File: config.mk
export PLATFORM = sky130hd
export DESIGN_NAME = calendar_date_unit
export DESIGN_NICKNAME = d
export VERILOG_FILES = /design/src/rtl/calendar_pkg.sv /design/src/rtl/cal_residue_calc.sv /design/src/rtl/calendar_date_unit.sv
export SDC_FILE = /design/constraint.sdc
export NUM_CORES = 1
export LEC_CHECK = 0
export ABC_AREA = 1
export CORE_UTILIZATION = 60
export DETAILED_ROUTE_END_ITERATION = 10
export DONT_BUFFER_PORTS = 1
export GPL_TIMING_DRIVEN = 0
export PLACE_DENSITY = 0.75
export SLEW_MARGIN = 20
export SYNTH_ARGS = -nofsm -noshare
export SYNTH_HDL_FRONTEND = slang
export SYNTH_SLANG_ARGS = --single-unit
export TNS_END_PERCENT = 20
File: constraint.sdc
create_clock -name clk -period 3.1 [get_ports clk]
set_input_delay 0.465 -clock clk [delete_from_list [all_inputs] [get_ports clk]]
set_output_delay 0.465 -clock clk [all_outputs]
set_load 0.03 [all_outputs]
File: src/rtl/calendar_pkg.sv
// Shared calendar definitions: month and day-of-week encodings, the
// date-unit FSM states and the days-in-month lookup.
package calendar_pkg;

    localparam logic [3:0] MON_JAN = 4'd1;
    localparam logic [3:0] MON_FEB = 4'd2;
    localparam logic [3:0] MON_APR = 4'd4;
    localparam logic [3:0] MON_JUN = 4'd6;
    localparam logic [3:0] MON_SEP = 4'd9;
    localparam logic [3:0] MON_NOV = 4'd11;
    localparam logic [3:0] MON_DEC = 4'd12;

    // 0 = Sunday ... 6 = Saturday
    localparam logic [2:0] DOW_SUN = 3'd0;
    localparam logic [2:0] DOW_SAT = 3'd6;

    typedef enum logic [1:0] {
        RUN     = 2'd0,
        CALC400 = 2'd1,
        CALC100 = 2'd2
    } cal_state_e;

    function automatic logic [4:0] days_in_month(input logic [3:0] month,
                                                 input logic       leap);
        logic [4:0] d;
        d = 5'd31;
        case (month)
            MON_FEB: d = leap ? 5'd29 : 5'd28;
            MON_APR, MON_JUN, MON_SEP, MON_NOV: d = 5'd30;
            default: d = 5'd31;
        endcase
        return d;
    endfunction

endpackage

File: src/rtl/cal_residue_calc.sv
// Maintains year mod 400 and year mod 100. Rebuilt by repeated subtraction
// after a start, otherwise stepped by one on each year rollover.
module cal_residue_calc
    import calendar_pkg::*;
#(
    parameter int RES_W    = 12,
    parameter int RST_R400 = 0,
    parameter int RST_R100 = 0
) (
    input  logic             clk,
    input  logic             reset,
    input  logic             start,
    input  logic [RES_W-1:0] start_val,
    input  logic             inc,
    output logic [RES_W-1:0] r400,
    output logic [8:0]       r100,
    output logic             busy,
    output logic             done
);

    cal_state_e state;

    assign busy = (state != RUN);
    // Final cycle of the recalculation: both residues are settled here.
    assign done = (state == CALC100) && (r100 < 9'd100);

    always_ff @(posedge clk or negedge reset) begin
        if (!reset) begin
            state <= RUN;
            r400  <= RES_W'(RST_R400);
            r100  <= 9'(RST_R100);
        end else begin
            case (state)
                RUN: begin
                    if (start) begin
                        r400  <= start_val;
                        state <= CALC400;
                    end else if (inc) begin
                        r400 <= (r400 == RES_W'(399)) ? '0 : r400 + 1'b1;
                        r100 <= (r100 == 9'd99) ? 9'd0 : r100 + 9'd1;
                    end
                end
                CALC400: begin
                    if (r400 >= RES_W'(400)) begin
                        r400 <= r400 - RES_W'(400);
                    end else begin
                        r100  <= r400[8:0];
                        state <= CALC100;
                    end
                end
                CALC100: begin
                    if (r100 >= 9'd100) begin
                        r100 <= r100 - 9'd100;
                    end else begin
                        state <= RUN;
                    end
                end
                default: state <= RUN;
            endcase
        end
    end

endmodule

File: src/rtl/calendar_date_unit.sv
// Date keeper: advances day/month/year/day-of-week on the day strobe,
// applies Gregorian leap rules and accepts validated date loads.
module calendar_date_unit
    import calendar_pkg::*;
#(
    parameter int YEAR_W   = 12,
    parameter int YEAR_MIN = 0,
    parameter int YEAR_MAX = 4095,
    parameter int RST_YEAR = 2000,
    parameter int RST_DOW  = 6
) (
    input  logic              clk,
    input  logic              reset,
    input  logic              day_tick,
    input  logic              load_valid,
    output logic              load_ready,
    input  logic [4:0]        load_day,
    input  logic [3:0]        load_month,
    input  logic [YEAR_W-1:0] load_year,
    input  logic [2:0]        load_dow,
    output logic [4:0]        day,
    output logic [3:0]        month,
    output logic [YEAR_W-1:0] year,
    output logic [2:0]        dow,
    output logic              leap,
    output logic [4:0]        dim,
    output logic              busy,
    output logic              month_end,
    output logic              year_end,
    output logic              year_wrap,
    output logic              load_err,
    output logic              day_clamped,
    output logic              tick_lost
);

    localparam int RES_W    = (YEAR_W > 9) ? YEAR_W : 9;
    localparam int RST_R400 = RST_YEAR % 400;
    localparam int RST_R100 = RST_YEAR % 100;
    localparam logic [YEAR_W-1:0] YMIN = YEAR_W'(YEAR_MIN);
    localparam logic [YEAR_W-1:0] YMAX = YEAR_W'(YEAR_MAX);

    logic [RES_W-1:0] r400;
    logic [8:0]       r100;
    logic             calc_done;
    logic             tick_pend;
    logic             accept, load_ok, take_load, adv;
    logic             last_day, year_roll, wrap, clamp_now;
    logic             res_start, res_inc;
    logic [RES_W-1:0] res_val;

    // Unsigned range test done by offset so it stays valid when YEAR_MIN is 0.
    function automatic logic year_in_range(input logic [YEAR_W-1:0] y);
        logic [YEAR_W:0] off;
        off = {1'b0, y} - (YEAR_W+1)'(YEAR_MIN);
        return off <= (YEAR_W+1)'(YEAR_MAX - YEAR_MIN);
    endfunction

    assign leap       = (year[1:0] == 2'b00) && ((r100 != 9'd0) || (r400 == '0));
    assign dim        = days_in_month(month, leap);
    assign load_ready = !busy;

    assign load_ok   = (load_month >= MON_JAN) && (load_month <= MON_DEC) &&
                       (load_day != 5'd0) && (load_dow <= DOW_SAT) &&
                       year_in_range(load_year);
    assign accept    = load_valid && !busy;
    assign take_load = accept && load_ok;
    // A load in the same cycle defers any tick until recalculation is over.
    assign adv       = !busy && !take_load && (day_tick || tick_pend);
    assign last_day  = !(day < dim);
    assign year_roll = adv && last_day && (month == MON_DEC);
    assign wrap      = year_roll && (year == YMAX);
    assign clamp_now = calc_done && (day > dim);

    assign res_start = take_load || wrap;
    assign res_inc   = year_roll && !wrap;
    assign res_val   = take_load ? RES_W'(load_year) : RES_W'(YMIN);

    cal_residue_calc #(
        .RES_W    (RES_W),
        .RST_R400 (RST_R400),
        .RST_R100 (RST_R100)
    ) u_residue (
        .clk       (clk),
        .reset     (reset),
        .start     (res_start),
        .start_val (res_val),
        .inc       (res_inc),
        .r400      (r400),
        .r100      (r100),
        .busy      (busy),
        .done      (calc_done)
    );

    always_ff @(posedge clk or negedge reset) begin
        if (!reset) begin
            day         <= 5'd1;
            month       <= MON_JAN;
            year        <= YEAR_W'(RST_YEAR);
            dow         <= 3'(RST_DOW);
            tick_pend   <= 1'b0;
            month_end   <= 1'b0;
            year_end    <= 1'b0;
            year_wrap   <= 1'b0;
            load_err    <= 1'b0;
            day_clamped <= 1'b0;
            tick_lost   <= 1'b0;
        end else begin
            month_end   <= 1'b0;
            year_end    <= 1'b0;
            year_wrap   <= 1'b0;
            load_err    <= 1'b0;
            day_clamped <= 1'b0;

            if (accept && !load_ok) begin
                load_err <= 1'b1;
            end

            if (take_load) begin
                day   <= load_day;
                month <= load_month;
                year  <= load_year;
                dow   <= load_dow;
            end else if (adv) begin
                dow <= (dow == DOW_SAT) ? DOW_SUN : dow + 3'd1;
                if (!last_day) begin
                    day <= day + 5'd1;
                end else begin
                    day       <= 5'd1;
                    month_end <= 1'b1;
                    if (month == MON_DEC) begin
                        month    <= MON_JAN;
                        year_end <= 1'b1;
                        if (year == YMAX) begin
                            year      <= YMIN;
                            year_wrap <= 1'b1;
                        end else begin
                            year <= year + 1'b1;
                        end
                    end else begin
                        month <= month + 4'd1;
                    end
                end
            end else if (clamp_now) begin
                day         <= dim;
                day_clamped <= 1'b1;
            end

            // At most one tick can wait; anything beyond that is dropped.
            if (adv) begin
                tick_pend <= 1'b0;
                if (day_tick && tick_pend) begin
                    tick_lost <= 1'b1;
                end
            end else if (day_tick) begin
                if (tick_pend) begin
                    tick_lost <= 1'b1;
                end else begin
                    tick_pend <= 1'b1;
                end
            end
        end
    end

endmodule

After elaboration in Yosys (flattened, before gate mapping)

Index checks and enable logic that the tools add are counted.
W data, S select, Z words.

Register bits: 54
Input bits: 28

$add $sub $neg: 8
Magnitude comparators: 9
Equal/unequal tests: 22
Muxes and demuxes: 56
Reductions and logical operators: 45

Operator list:

| kind                    | count |
|---|---|
| $mux W12                | 10 |
| $mux W9                 | 5 |
| $pmux W9 S3             | 1 |
| $add A12 B1 Y12 const B | 2 |
| $pmux W12 S2            | 1 |
| $mux W1                 | 23 |
| $mux W5                 | 4 |
| $logic_and A1 B1 Y1     | 17 |
| $mux W4                 | 4 |
| $ne A2 B2 Y1 const B    | 7 |
| $eq A12 B12 Y1 const B  | 1 |
| $eq A12 B9 Y1 const B   | 1 |
| $eq A4 B4 Y1 const B    | 3 |
| $ge A12 B9 Y1 const B   | 1 |
| $le A12 B12 Y1 const B  | 1 |
| $logic_not A12 Y1       | 1 |
| $reduce_and A3 Y1       | 4 |
| $reduce_bool A2 Y1      | 6 |
| $sub A12 B9 Y12 const B | 1 |
| $add A9 B1 Y9 const B   | 1 |
| $eq A9 B7 Y1 const B    | 1 |
| $ge A9 B7 Y1 const B    | 1 |
| $lt A9 B7 Y1 const B    | 1 |
| $mux W3                 | 3 |
| other kinds (28)        | 40 |

Logic depth before layout (Yosys ltp)

Gate-level depths: netlist (run 1).

Depth in word-level cells: 17
Mapped depth: 21

Modules after synthesis

Synthesis (run 1) repeated with hierarchy kept, for this count alone.

Cells, all modules: 694
Area, all modules: 4579.4 um^2

Modules (own cells, without submodules):

| module             | times used | cells an instance | area each (um^2) | seq. area each (um^2) |
|---|---|---|---|---|
| calendar_date_unit | 1          | 330               | 2297.2           | 788.3 |
| cal_residue_calc   | 1          | 364               | 2282.2           | 575.6 |

Least setup slack after synthesis (run 1)

OpenSTA, ideal clock, no wires.

Path kind: reg-to-reg
From: register u_residue.r400[4]
To: register u_residue.r100[2]
Arrival time: 3.212 ns
Required time: 2.983 ns
Setup slack: -0.229 ns
Stages on the path, launching flop included: 21
Period minus slack after synthesis: 3.329 ns
Cell sequence: dfrtp_1 > inv_1 > ha_1 > inv_1 > nor3_1 > nand2_1 > a21boi_0 > nand2_1 > nand2_1 > ha_1 > inv_1 > nand2_1 > nand2_1 > nand3_2 > o31ai_4 > nand2_4 > nand2_2 > nor2_4 > nand2_4 > nand2_1 > nand2_1

Word-level cells in the longest chain between the ends: 14

Ends and longest elaborated chain:

| element                               | RTL line                 | text |
|---|---|---|
| start, declared                       | cal_residue_calc.sv:15   | `output logic [RES_W-1:0] r400,` |
| start signal, assigned                | cal_residue_calc.sv:30   | `r400 <= RES_W'(RST_R400);` |
| start signal, assigned                | cal_residue_calc.sv:36   | `r400 <= start_val;` |
| start signal, assigned                | cal_residue_calc.sv:39   | `r400 <= (r400 == RES_W'(399)) ? '0 : r400 + 1'b1;` |
| $logic_not A12 Y1 (*)                 | calendar_date_unit.sv:58 | `assign leap = (year[1:0] == 2'b00) && ((r100 != 9'd0) \|\| (r400 == '0));` |
| $logic_or A1 B1 Y1 (*)                | calendar_date_unit.sv:58 |  |
| $logic_and A1 B1 Y1 (*)               | calendar_date_unit.sv:58 |  |
| via leap                              | calendar_date_unit.sv:25 | `output logic leap,` |
| $mux W1 (*)                           | calendar_pkg.sv:28       | `MON_FEB: d = leap ? 5'd29 : 5'd28;` |
| $pmux W2 S2 (*)                       | calendar_pkg.sv:27       | `case (month)` |
| via dim[0]                            | calendar_date_unit.sv:26 | `output logic [4:0] dim,` |
| $lt A5 B5 Y1 (*)                      | calendar_date_unit.sv:69 | `assign last_day = !(day < dim);` |
| $logic_not A1 Y1 (*)                  | calendar_date_unit.sv:69 |  |
| $logic_and A1 B1 Y1 (*) (2 in series) | calendar_date_unit.sv:70 | `assign year_roll = adv && last_day && (month == MON_DEC);` |
| $logic_and A1 B1 Y1                   | calendar_date_unit.sv:71 | `assign wrap = year_roll && (year == YMAX);` |
| $logic_not A1 Y1                      | calendar_date_unit.sv:75 | `assign res_inc = year_roll && !wrap;` |
| $logic_and A1 B1 Y1                   | calendar_date_unit.sv:75 |  |
| $ne A2 B2 Y1 (no line)                | n/a                      |  |
| $reduce_and A5 Y1 (no line) (*)       | n/a                      |  |
| end signal, assigned                  | cal_residue_calc.sv:40   | `r100 <= (r100 == 9'd99) ? 9'd0 : r100 + 9'd1;` |
| end signal, assigned                  | cal_residue_calc.sv:47   | `r100 <= r400[8:0];` |
| end signal, assigned                  | cal_residue_calc.sv:53   | `r100 <= r100 - 9'd100;` |
| end, declared                         | cal_residue_calc.sv:16   | `output logic [8:0] r100,` |

Mark *: on every way through the listed nets, which the timed path passes. The rest lies on a longest branch.
A chain may end at the register's enable or synchronous reset.

Worst setup path after layout (run 1)

From: register u_residue.r100[3]
To: register u_residue.r400[8]

Word-level cells in the longest chain between the ends: 14

Ends and longest elaborated chain:

| element                               | RTL line                 | text |
|---|---|---|
| start signal, assigned                | cal_residue_calc.sv:31   | `r100 <= 9'(RST_R100);` |
| start signal, assigned                | cal_residue_calc.sv:40   |  |
| start signal, assigned                | cal_residue_calc.sv:47   |  |
| $reduce_bool A9 Y1 (*)                | calendar_date_unit.sv:58 |  |
| $logic_or A1 B1 Y1 (*)                | calendar_date_unit.sv:58 |  |
| $logic_and A1 B1 Y1 (*)               | calendar_date_unit.sv:58 |  |
| via leap                              | calendar_date_unit.sv:25 |  |
| $mux W1 (*)                           | calendar_pkg.sv:28       |  |
| $pmux W2 S2 (*)                       | calendar_pkg.sv:27       |  |
| via dim[0]                            | calendar_date_unit.sv:26 |  |
| $lt A5 B5 Y1 (*)                      | calendar_date_unit.sv:69 |  |
| $logic_not A1 Y1 (*)                  | calendar_date_unit.sv:69 |  |
| $logic_and A1 B1 Y1 (*) (2 in series) | calendar_date_unit.sv:70 |  |
| $logic_and A1 B1 Y1                   | calendar_date_unit.sv:71 |  |
| $logic_not A1 Y1                      | calendar_date_unit.sv:75 |  |
| $logic_and A1 B1 Y1                   | calendar_date_unit.sv:75 |  |
| $ne A3 B3 Y1 (no line)                | n/a                      |  |
| $reduce_and A3 Y1 (no line)           | n/a                      |  |
| end signal, assigned                  | cal_residue_calc.sv:36   |  |
| end signal, assigned                  | cal_residue_calc.sv:39   |  |
| end signal, assigned                  | cal_residue_calc.sv:45   | `r400 <= r400 - RES_W'(400);` |

Marked as above.

==> results of run 1 <==
logic make-up (layout without fill, tap and decap cells):
family / Yosys count / after routing / synth area share
AOI/OAI and AO/OA: 91 / 91 / 0.127
xor gates and xnor gates: 23 / 23 / 0.0472
adders and majority gates: 27 / 27 / 0.0791
buffers and inverters: 103 / 128 / 0.103
DFF: 54 / 54 / 0.319
other: 1 / 3 / 0.000878
and+or+nand+nor: 318 / 318 / 0.324
cell usage in the layout, fill, tap and decap left out, types with 3 or more instances in the layout:
| cell type | n |
|---|---|
| nand2_1 | 155 |
| inv_1 | 69 |
| nor2_1 | 58 |
| nand3_1 | 47 |
| dfrtp_1 | 40 |
| o21ai_0 | 38 |
| ha_1 | 23 |
| a21oi_1 | 22 |
| buf_4 | 21 |
| xor2_1 | 18 |
| nor3_1 | 15 |
| nand4_1 | 10 |
| dfstp_2 | 10 |
| nand3_2 | 9 |
| inv_2 | 9 |
| buf_2 | 9 |
| o211ai_1 | 7 |
| nand2_2 | 7 |
| nand2_4 | 6 |
| xnor2_1 | 5 |
| clkbuf_8 | 5 |
| o31ai_1 | 4 |
| a31oi_1 | 4 |
| clkinv_1 | 4 |
| buf_6 | 4 |
| dfrtp_2 | 4 |
| o221ai_1 | 3 |
| o22ai_1 | 3 |
| nor2_2 | 3 |
| ha_4 | 3 |
| conb_1 | 3 |
path summary, 6_finish.rpt:
| check | startpoint | endpoint | slack [ns] | cells after the start |
|---|---|---|---|---|
| min in group clk | day_tick | tick_lost$_DFFE_PN0P_ | 0.27 | 1 |
| max in group asynchronous | reset | dow[1]$_DFFE_PN1P_ | 2.79 | 1 |
| min | reset | u_residue.r100[8]$_DFFE_PN0P_ | -0.02 | 1 |
| max | u_residue.r100[3]$_DFFE_PN0P_ | u_residue.r400[8]$_DFFE_PN0P_ | 0.16 | 21 |
| min reg2reg | tick_pend$_DFFE_PN0P_ | tick_lost$_DFFE_PN0P_ | 0.52 | 1 |
| max reg2reg | u_residue.r100[3]$_DFFE_PN0P_ | u_residue.r400[8]$_DFFE_PN0P_ | 0.16 | 21 |
flip-flops by register name, summed over array words and instances, names as in the netlist:
name and cells:
day 5, day_clamped 1, dow 3, load_err 1
month 4, month_end 1, tick_lost 1, tick_pend 1
u_residue.r100 9, u_residue.r400 12, u_residue.state 2, year 12
year_end 1, year_wrap 1
what timing repair did:
action | in CTS | in global routing
hold buffers | 1 | 0
gates resized for setup | 13 | 37
hold endpoints to repair | 54 | 0
setup endpoints to repair | 47 | 40
cloned | 0 | 1
pin swaps | 5 | 20
buffers inserted | 5 | 10
worst reg2reg max path, delay by kind of cell (launching register included):
kind            cells  cell delay, ns
flops               1            0.43
compound gates      3            0.60
fa+ha+maj           2            0.32
simple gates       12            1.15
buf+inv             4            0.34
metal layers:
metal | part of all wire | GRT usage
met1 | 0.46 | 0.430
met2 | 0.45 | 0.472
met3 | 0.067 | 0.0495
met4 | 0.021 | 0.102
met5 | 0 | 0
power groups by stage:
stage               Clock, W  Sequential [W]  Combinational [W]
detailed placement         0         0.00171            0.00267
global route        0.000526         0.00175            0.00348
floorplan                  0         0.00162            0.00214
finish              0.000498         0.00170            0.00309
global placement           0         0.00170            0.00261
CTS                 0.000501         0.00169            0.00283
area by class of cell:
class	instances	area (µm²)	area share
multi-input cells	462	2630	0.544
flip-flops and latches	54	1370	0.283
inverters	84	320	0.0663
clock inverters	3	45.0	0.00933
well taps	96	120	0.0249
repair buffers	17	151	0.0314
plain buffers	19	128	0.0264
clock buffers	5	68.8	0.0143
metrics by stage:
step	instances	power [W]	setup slack, ns	TNS [ns]
floorplan	619	0.00375	0.0447	0
global placement	715	0.00431	-0.518	-15.80
detailed placement	715	0.00437	-0.555	-16.56
CTS	729	0.00502	0.00670	0
global route	740	0.00575	-0.0215	-0.105
finish	740	0.00529	0.156	0
==> flow_metrics.tcl, run 1 <==
set metrics [dict create \
    status "complete, but fails checks" \
    violations "negative hold slack" \
    hold_viol_final 11 \
    clk_pin_slew_ns 0.11 \
    syn_to_final_growth_pct 13.1 \
    slew_viol_final 0 \
    cts_max_path_buffers 2 \
    grt_max_degree 55 \
    root_buffer "clkbuf_8" \
    initial_core_util 0.625 \
    path_buf_inv 4 \
    total_leakage_power_nw 2.40 \
    p_clk_frac 0.094 \
    critPathKind "reg -> reg" \
    die-height_um 86.4 \
    critical_path_peak_fanout 5 \
    htreeDepth 2 \
    initialDrtViolationCount 231 \
    critPathTopFamily "simple AND/OR/NAND/NOR gates" \
    num-nets-final 698 \
    dieArea_um2 7460 \
    ys_warn_count 0 \
    crit_arrival_ns 3.16 \
    drcViolationCount 0 \
    placed_area_um2 4400 \
    p_int_w 0.00242 \
    cts_tree "done" \
    io_pins 66 \
    yosysMostFrequentCell "nand2_1" \
    min_period_ns 2.94 \
    synth_area_leaders "dfrtp_1, nand2_1, ha_1" \
    grt_pass1_wl_um 17900 \
    irDropWorstVdd_uv 724 \
    max_stage_delay_ns 0.43 \
    crit_chain "inv_2 > ha_4 > inv_2 > nor2_2 > nand3_1 > nor2_2 > a21boi_4 > nand2_2 > nand2_4 > ha_4 > inv_2 > nand2_2 > nand2_4 > nand3_4 > o31ai_4 > nand2_4 > buf_6 > nand2_1 > nand2_1 > nand2_1 > a21oi_1" \
    rows 30 \
    worstPathRequired_ns 3.32 \
    drive_gt1_frac 0.169 \
    die_w_um 86.4 \
    final_util 0.707 \
    netlist_instances 617 \
    synth_edf_count 0 \
    worst_pin_slew_ns 0.572 \
    swShare 0.544 \
    finClkSkew_ns 0.0142 \
    ys.flop_type "dfrtp_1" \
    core-area_um2 6830 \
    clock-sinks 54 \
    final_area_um2 4830 \
    p_comb_frac 0.584 \
    finalCritPeriodShare 0.950 \
    gp_congestion 0.909 \
    crit_slowest_cell "dfrtp_1" \
    cts_inserted_buffers 5 \
    slew-limit-headroom 0.616 \
    gr-total-overflow 0 \
    avgRoutedWirePerCell_um 14.8 \
    seq_power_share 0.322 \
    startpoint_type "flip-flop" \
    diodes 0 \
    avgSynthCellArea_um2 6.92 \
    routed_wl_um 11000 \
    ys_seq_area_frac 0.319 \
    max_freq_mhz 340 \
    synth.top_cell.area_share 0.258 \
    power.density_nw_per_um2 1100 \
    whs_ns -0.0177 \
    grt_usage 0.303 \
    yosys.area.top_type "dfrtp_1" \
    portBuffers 0 \
    synth_common_cells "nand2_1, inv_1, nor2_1, nand3_1, dfrtp_1" \
    n_fill_cell 594 \
    ant_nets 0 \
    vias 4147 \
    clk_latency_ns 0.32 \
    finalSetupViolCount 0 \
    grt_antenna_before_repair 0 \
    netSwitchingPower_w 0.00288 \
    synth.distinct_cells 40 \
    min_path_type "in -> async" \
    ys_seq_elements 54 \
    maxCapViolCount 0 \
    drt-pass1-iter-count 6 \
    syn-cell-area_um2 4270 \
    synth-async-reset-ratio 1.00 \
    first_global_vias 3708 \
    hpwl_um 7990 \
    critPathCaptureType "flip-flop" \
    viasPerCell 5.60 \
]
Power figures use the tool's default switching activity.
==> run 2, diff against run 1 <==
Settings changed: CORE_UTILIZATION 60 to 35, PLACE_DENSITY 0.75 to 0.48.
==> flow_metrics.tcl, run 2 (same netlist as run 1, synthesis figures left out) <==
set metrics [dict create \
    r2r_slack_ns 0.15 \
    dieArea_um2 12600 \
    startpoint_type "flip-flop" \
    use_met3 0.0443 \
    power.density_nw_per_um2 1110 \
    gr-total-overflow 0 \
    largest_registers "u_residue.r400: 12 flops, year: 12 flops, u_residue.r100: 9 flops" \
    hpwl_um 9200 \
    final_area_um2 5010 \
    finalCritPeriodShare 0.950 \
    gr-max-usage-layer "met2" \
    whs_ns 0.0116 \
    min_path_type "in -> async" \
    ant_nets 0 \
    irDropWorstVdd_uv 650 \
    min_period_ns 2.95 \
    grt_usage 0.209 \
    critical_path_peak_fanout 5 \
    worstPathRequired_ns 3.32 \
    root_buffer "clkbuf_16" \
    use_met1 0.281 \
    die_w_um 112 \
    placed_area_um2 4460 \
    grt_antenna_before_repair 0 \
    avgRoutedWirePerCell_um 16.1 \
    crit_arrival_ns 3.17 \
    first_global_vias 3958 \
    cts_inserted_buffers 5 \
    drcViolationCount 0 \
    dp_slack_ns -0.627 \
    status "complete, no violations" \
    final_util 0.430 \
    cts_tree "done" \
    core-area_um2 11700 \
    maxCapViolCount 0 \
    r2r_end "u_residue.state[1]$_DFFE_PN0P_" \
    r2r_start "u_residue.r100[2]$_DFFE_PN0P_" \
    die-height_um 112 \
    io_pins 66 \
    diodes 0 \
    clock-sinks 54 \
    clk_pin_slew_ns 0.07 \
    drive_gt1_frac 0.171 \
    htreeDepth 2 \
    mostFrequentLayoutCell "nand2_1" \
    clk_latency_ns 0.31 \
    vias 4025 \
    finalSetupViolCount 0 \
    finClkSkew_ns 0.00675 \
    n_fill_cell 1215 \
    max_freq_mhz 339 \
    num-nets-final 696 \
    grt_util_met2 0.345 \
    gp_congestion 0.857 \
    routed_wl_um 12600 \
    critPathCaptureType "flip-flop" \
    portBuffers 0 \
    ff2ff_path_depth 20 \
    slew_viol_final 0 \
    grt_max_degree 49 \
    worst_pin_slew_ns 0.558 \
    initialDrtViolationCount 208 \
    viasPerCell 5.13 \
    grt_pass1_wl_um 20800 \
    final_cell_mix "nand2_1, inv_1, nor2_1, nand3_1, dfrtp_1" \
    hold_viol_final 0 \
    layout_setup_ws_ns 0.154 \
    initial_core_util 0.366 \
    critPathKind "reg -> reg" \
    syn_to_final_growth_pct 17.3 \
    total_leakage_power_nw 2.44 \
    rows 39 \
    drt-pass1-iter-count 6 \
    layout.cells.non_filler 785 \
    slew-limit-headroom 0.625 \
    cts_max_path_buffers 2 \
    dp_cells 762 \
]
-- run 2: critical path: stages, from the launching register on --
cell      delay [ns]
dfrtp_2         0.44
inv_4           0.09
ha_4            0.12
inv_1           0.04
nor2_2          0.14
nand3_2         0.11
nor2_4          0.12
a21boi_4        0.12
nand2_2         0.12
nand2_4         0.11
ha_4            0.18
inv_2           0.04
nand2_2         0.05
nand2_4         0.08
nand3_4         0.08
o31ai_4         0.40
nand2_4         0.14
buf_4           0.17
a21oi_4         0.14
nand2_1         0.06
o21ai_0         0.09
-- run 2: timing repair --
action	in CTS	in global routing
gates resized for setup	14	46
setup buffers	4	8
endpoints found under the setup margin	48	44
pin swaps	5	17
cloned	0	1
hold endpoints to repair	48	0
hold buffers	2	0
-- run 2: worst max path at each step --
stage / startpoint / end / slack [ns] / depth (start not counted)
floorplan: u_residue.r400[4]$_DFFE_PN0P_ / u_residue.r100[2]$_DFFE_PN0P_ / 0.04 / 20
global placement: u_residue.r400[4]$_DFFE_PN0P_ / u_residue.r100[5]$_DFFE_PN0P_ / -0.65 / 20
detailed placement: u_residue.r400[4]$_DFFE_PN0P_ / u_residue.r100[5]$_DFFE_PN0P_ / -0.63 / 20
CTS: u_residue.r100[2]$_DFFE_PN0P_ / u_residue.r400[6]$_DFFE_PN0P_ / 0.0008 / 21
global route: u_residue.r100[3]$_DFFE_PN0P_ / u_residue.r400[4]$_DFFE_PN0P_ / -0.02 / 21
finish: u_residue.r100[2]$_DFFE_PN0P_ / u_residue.state[1]$_DFFE_PN0P_ / 0.15 / 20
-- run 2: area by class of cell --
cell class | instances | area [µm²] | share of cell area
sequential | 54 | 1370 | 0.273
multi-input combinational | 462 | 2680 | 0.534
inverter | 84 | 323 | 0.0644
clock buffer | 6 | 129 | 0.0257
clock inverter | 2 | 37.5 | 0.00749
buffer | 19 | 131 | 0.0262
timing repair buffer | 15 | 165 | 0.0330
tap | 143 | 179 | 0.0357
-- run 2: power breakdown --
| part | switching (W) | leakage [nW] | total, W | internal, W |
|---|---|---|---|---|
| logic | 0.00203 | 1.71 | 0.00318 | 0.00116 |
| clock network | 0.000276 | 0.0771 | 0.000659 | 0.000382 |
| registers | 0.000671 | 0.650 | 0.00172 | 0.00105 |
-- run 2: per-layer routing --
metal / share of wire / wire length [µm] / vias to the layer above
li1: - / - / 2036
met1: 0.46 / 5820 / 1877
met2: 0.47 / 5950 / 107
met3: 0.058 / 734 / 5
met4: 0.0079 / 99 / 0
met5: 0 / 0 / -
-- run 2: through the flow --
step | total power [W] | TNS [ns]
3_3_place_gp | 0.00444 | -21.37
2_1_floorplan | 0.00375 | 0
5_1_grt | 0.00606 | -0.0880
4_1_cts | 0.00532 | 0
3_5_place_dp | 0.00446 | -20.43
6_report | 0.00556 | 0
==> run 3, diff against run 2 <==
Settings changed: CTS_BUF_LIST set to sky130_fd_sc_hd__clkbuf_8.
==> flow_metrics.tcl, run 3 (same netlist as run 1, synthesis figures left out) <==
set metrics [dict create \
    initialDrtViolationCount 188 \
    grt_max_degree 55 \
    drt-pass1-iter-count 5 \
    num-nets-final 700 \
    root_buffer "clkbuf_8" \
    gr-max-usage-layer "met2" \
    slew_viol_final 0 \
    placed_area_um2 4460 \
    max_stage_delay_ns 0.45 \
    hpwl_um 9200 \
    critical_path_peak_fanout 7 \
    critPathKind "reg -> reg" \
    die_w_um 112 \
    gp_congestion 0.857 \
    status "complete, no violations" \
    portBuffers 0 \
    grt_util_met2 0.340 \
    htreeDepth 2 \
    grt_pass1_wl_um 20600 \
    r2r_slack_ns 0.19 \
    cts_max_path_buffers 2 \
    path_common_cell "nand2_1" \
    final_area_um2 4860 \
    critPathTopFamily "simple AND/OR/NAND/NOR gates" \
    path_buf_inv 4 \
    ant_nets 0 \
    p_comb_frac 0.584 \
    hold_viol_final 0 \
    io_pins 66 \
    crit_chain "inv_4 > ha_1 > inv_1 > nor3_2 > nand2_1 > a21boi_4 > nand2_2 > nand2_4 > ha_1 > inv_1 > nand2_1 > nand2_1 > nand3_2 > o31ai_4 > buf_6 > nand2_4 > nand2_2 > nor2_4 > nand2_4 > nand2_1 > nand2_1" \
    finalSetupViolCount 0 \
    viasPerCell 5.10 \
    mostFrequentLayoutCell "nand2_1" \
    first_global_vias 3968 \
    crit_arrival_ns 3.14 \
    largest_registers "u_residue.r400: 12 flops, year: 12 flops, u_residue.r100: 9 flops" \
    power.density_nw_per_um2 1090 \
    initial_core_util 0.366 \
    slew-limit-headroom 0.626 \
    dieArea_um2 12600 \
    min_path_type "in -> reg" \
    avgRoutedWirePerCell_um 15.5 \
    whs_ns 0.251 \
    p_int_w 0.00243 \
    clock-sinks 54 \
    clk_pin_slew_ns 0.11 \
    grt_usage 0.206 \
    grt_antenna_before_repair 0 \
    drive_gt1_frac 0.155 \
    routed_wl_um 12200 \
    startpoint_type "flip-flop" \
    critPathCaptureType "flip-flop" \
    syn_to_final_growth_pct 13.9 \
    use_met3 0.0459 \
    worstPathRequired_ns 3.33 \
    crit_slowest_cell "dfrtp_2" \
    die-height_um 112 \
    cts_inserted_buffers 5 \
    use_met1 0.276 \
    final_cell_mix "nand2_1, inv_1, nor2_1, nand3_1, dfrtp_1" \
    finalCritPeriodShare 0.940 \
    netSwitchingPower_w 0.00289 \
    irDropWorstVdd_uv 647 \
    gr-total-overflow 0 \
    swShare 0.543 \
    p_clk_frac 0.093 \
    max_freq_mhz 343 \
    diodes 0 \
    clk_latency_ns 0.33 \
    finClkSkew_ns 0.00988 \
    seq_power_share 0.322 \
    final_util 0.417 \
    rows 39 \
    fin_total_pwr_w 0.00532 \
    drcViolationCount 0 \
    total_leakage_power_nw 2.41 \
    vias 4021 \
    setup-tns-final_ns 0 \
    worst_pin_slew_ns 0.557 \
    core-area_um2 11700 \
    maxCapViolCount 0 \
    min_period_ns 2.91 \
    cts_tree "done" \
]
run 3: final timing paths:
path | end | cells past startpoint | startpoint
max | u_residue.r100[6]$_DFFE_PN0P_ | 21 | u_residue.r400[5]$_DFFE_PN0P_
min | tick_lost$_DFFE_PN0P_ | 1 | day_tick
max reg2reg | u_residue.r100[6]$_DFFE_PN0P_ | 21 | u_residue.r400[5]$_DFFE_PN0P_
min reg2reg | tick_lost$_DFFE_PN0P_ | 1 | tick_pend$_DFFE_PN0P_
max in group asynchronous | day[0]$_DFFE_PN1P_ | 2 | reset
min in group asynchronous | u_residue.r100[8]$_DFFE_PN0P_ | 2 | reset
run 3: through the flow:
| stage | setup WS [ns] | std cells |
|---|---|---|
| final | 0.187 | 789 |
| after detailed placement | -0.627 | 762 |
| after CTS | 0.000564 | 777 |
| after global routing | -0.00856 | 789 |
| after global placement | -0.647 | 762 |
| after floorplan | 0.0447 | 619 |
run 3: final cells by class:
class	count	area [µm²]
Fill cell	1246	6800
Clock inverter	3	41.3
Clock buffer	5	68.8
Timing Repair Buffer	19	181
Multi-Input combinational cell	462	2570
Sequential cell	54	1370
Inverter	84	323
Tap cell	143	179
Buffer	19	131
run 3: timing repair:
action	in CTS	in global routing
hold buffers	2	0
setup buffers	5	12
endpoints found under the setup margin	49	40
gates resized for setup	16	23
endpoints found under the hold margin	54	0
pin swaps	6	9
run 3: power by group through the flow:
stage | sequential [W] | combinational (W) | clock (W)
after floorplan | 0.00162 | 0.00214 | 0
after global placement | 0.00172 | 0.00271 | 0
after detailed placement | 0.00172 | 0.00273 | 0
after CTS | 0.00171 | 0.00294 | 0.000526
after global routing | 0.00177 | 0.00351 | 0.000545
final | 0.00171 | 0.00311 | 0.000496
run 3: routing by layer:
metal	up-vias	wire, µm
li1	2048	-
met1	1872	5800
met2	94	5670
met3	7	614
met4	0	107
met5	-	0
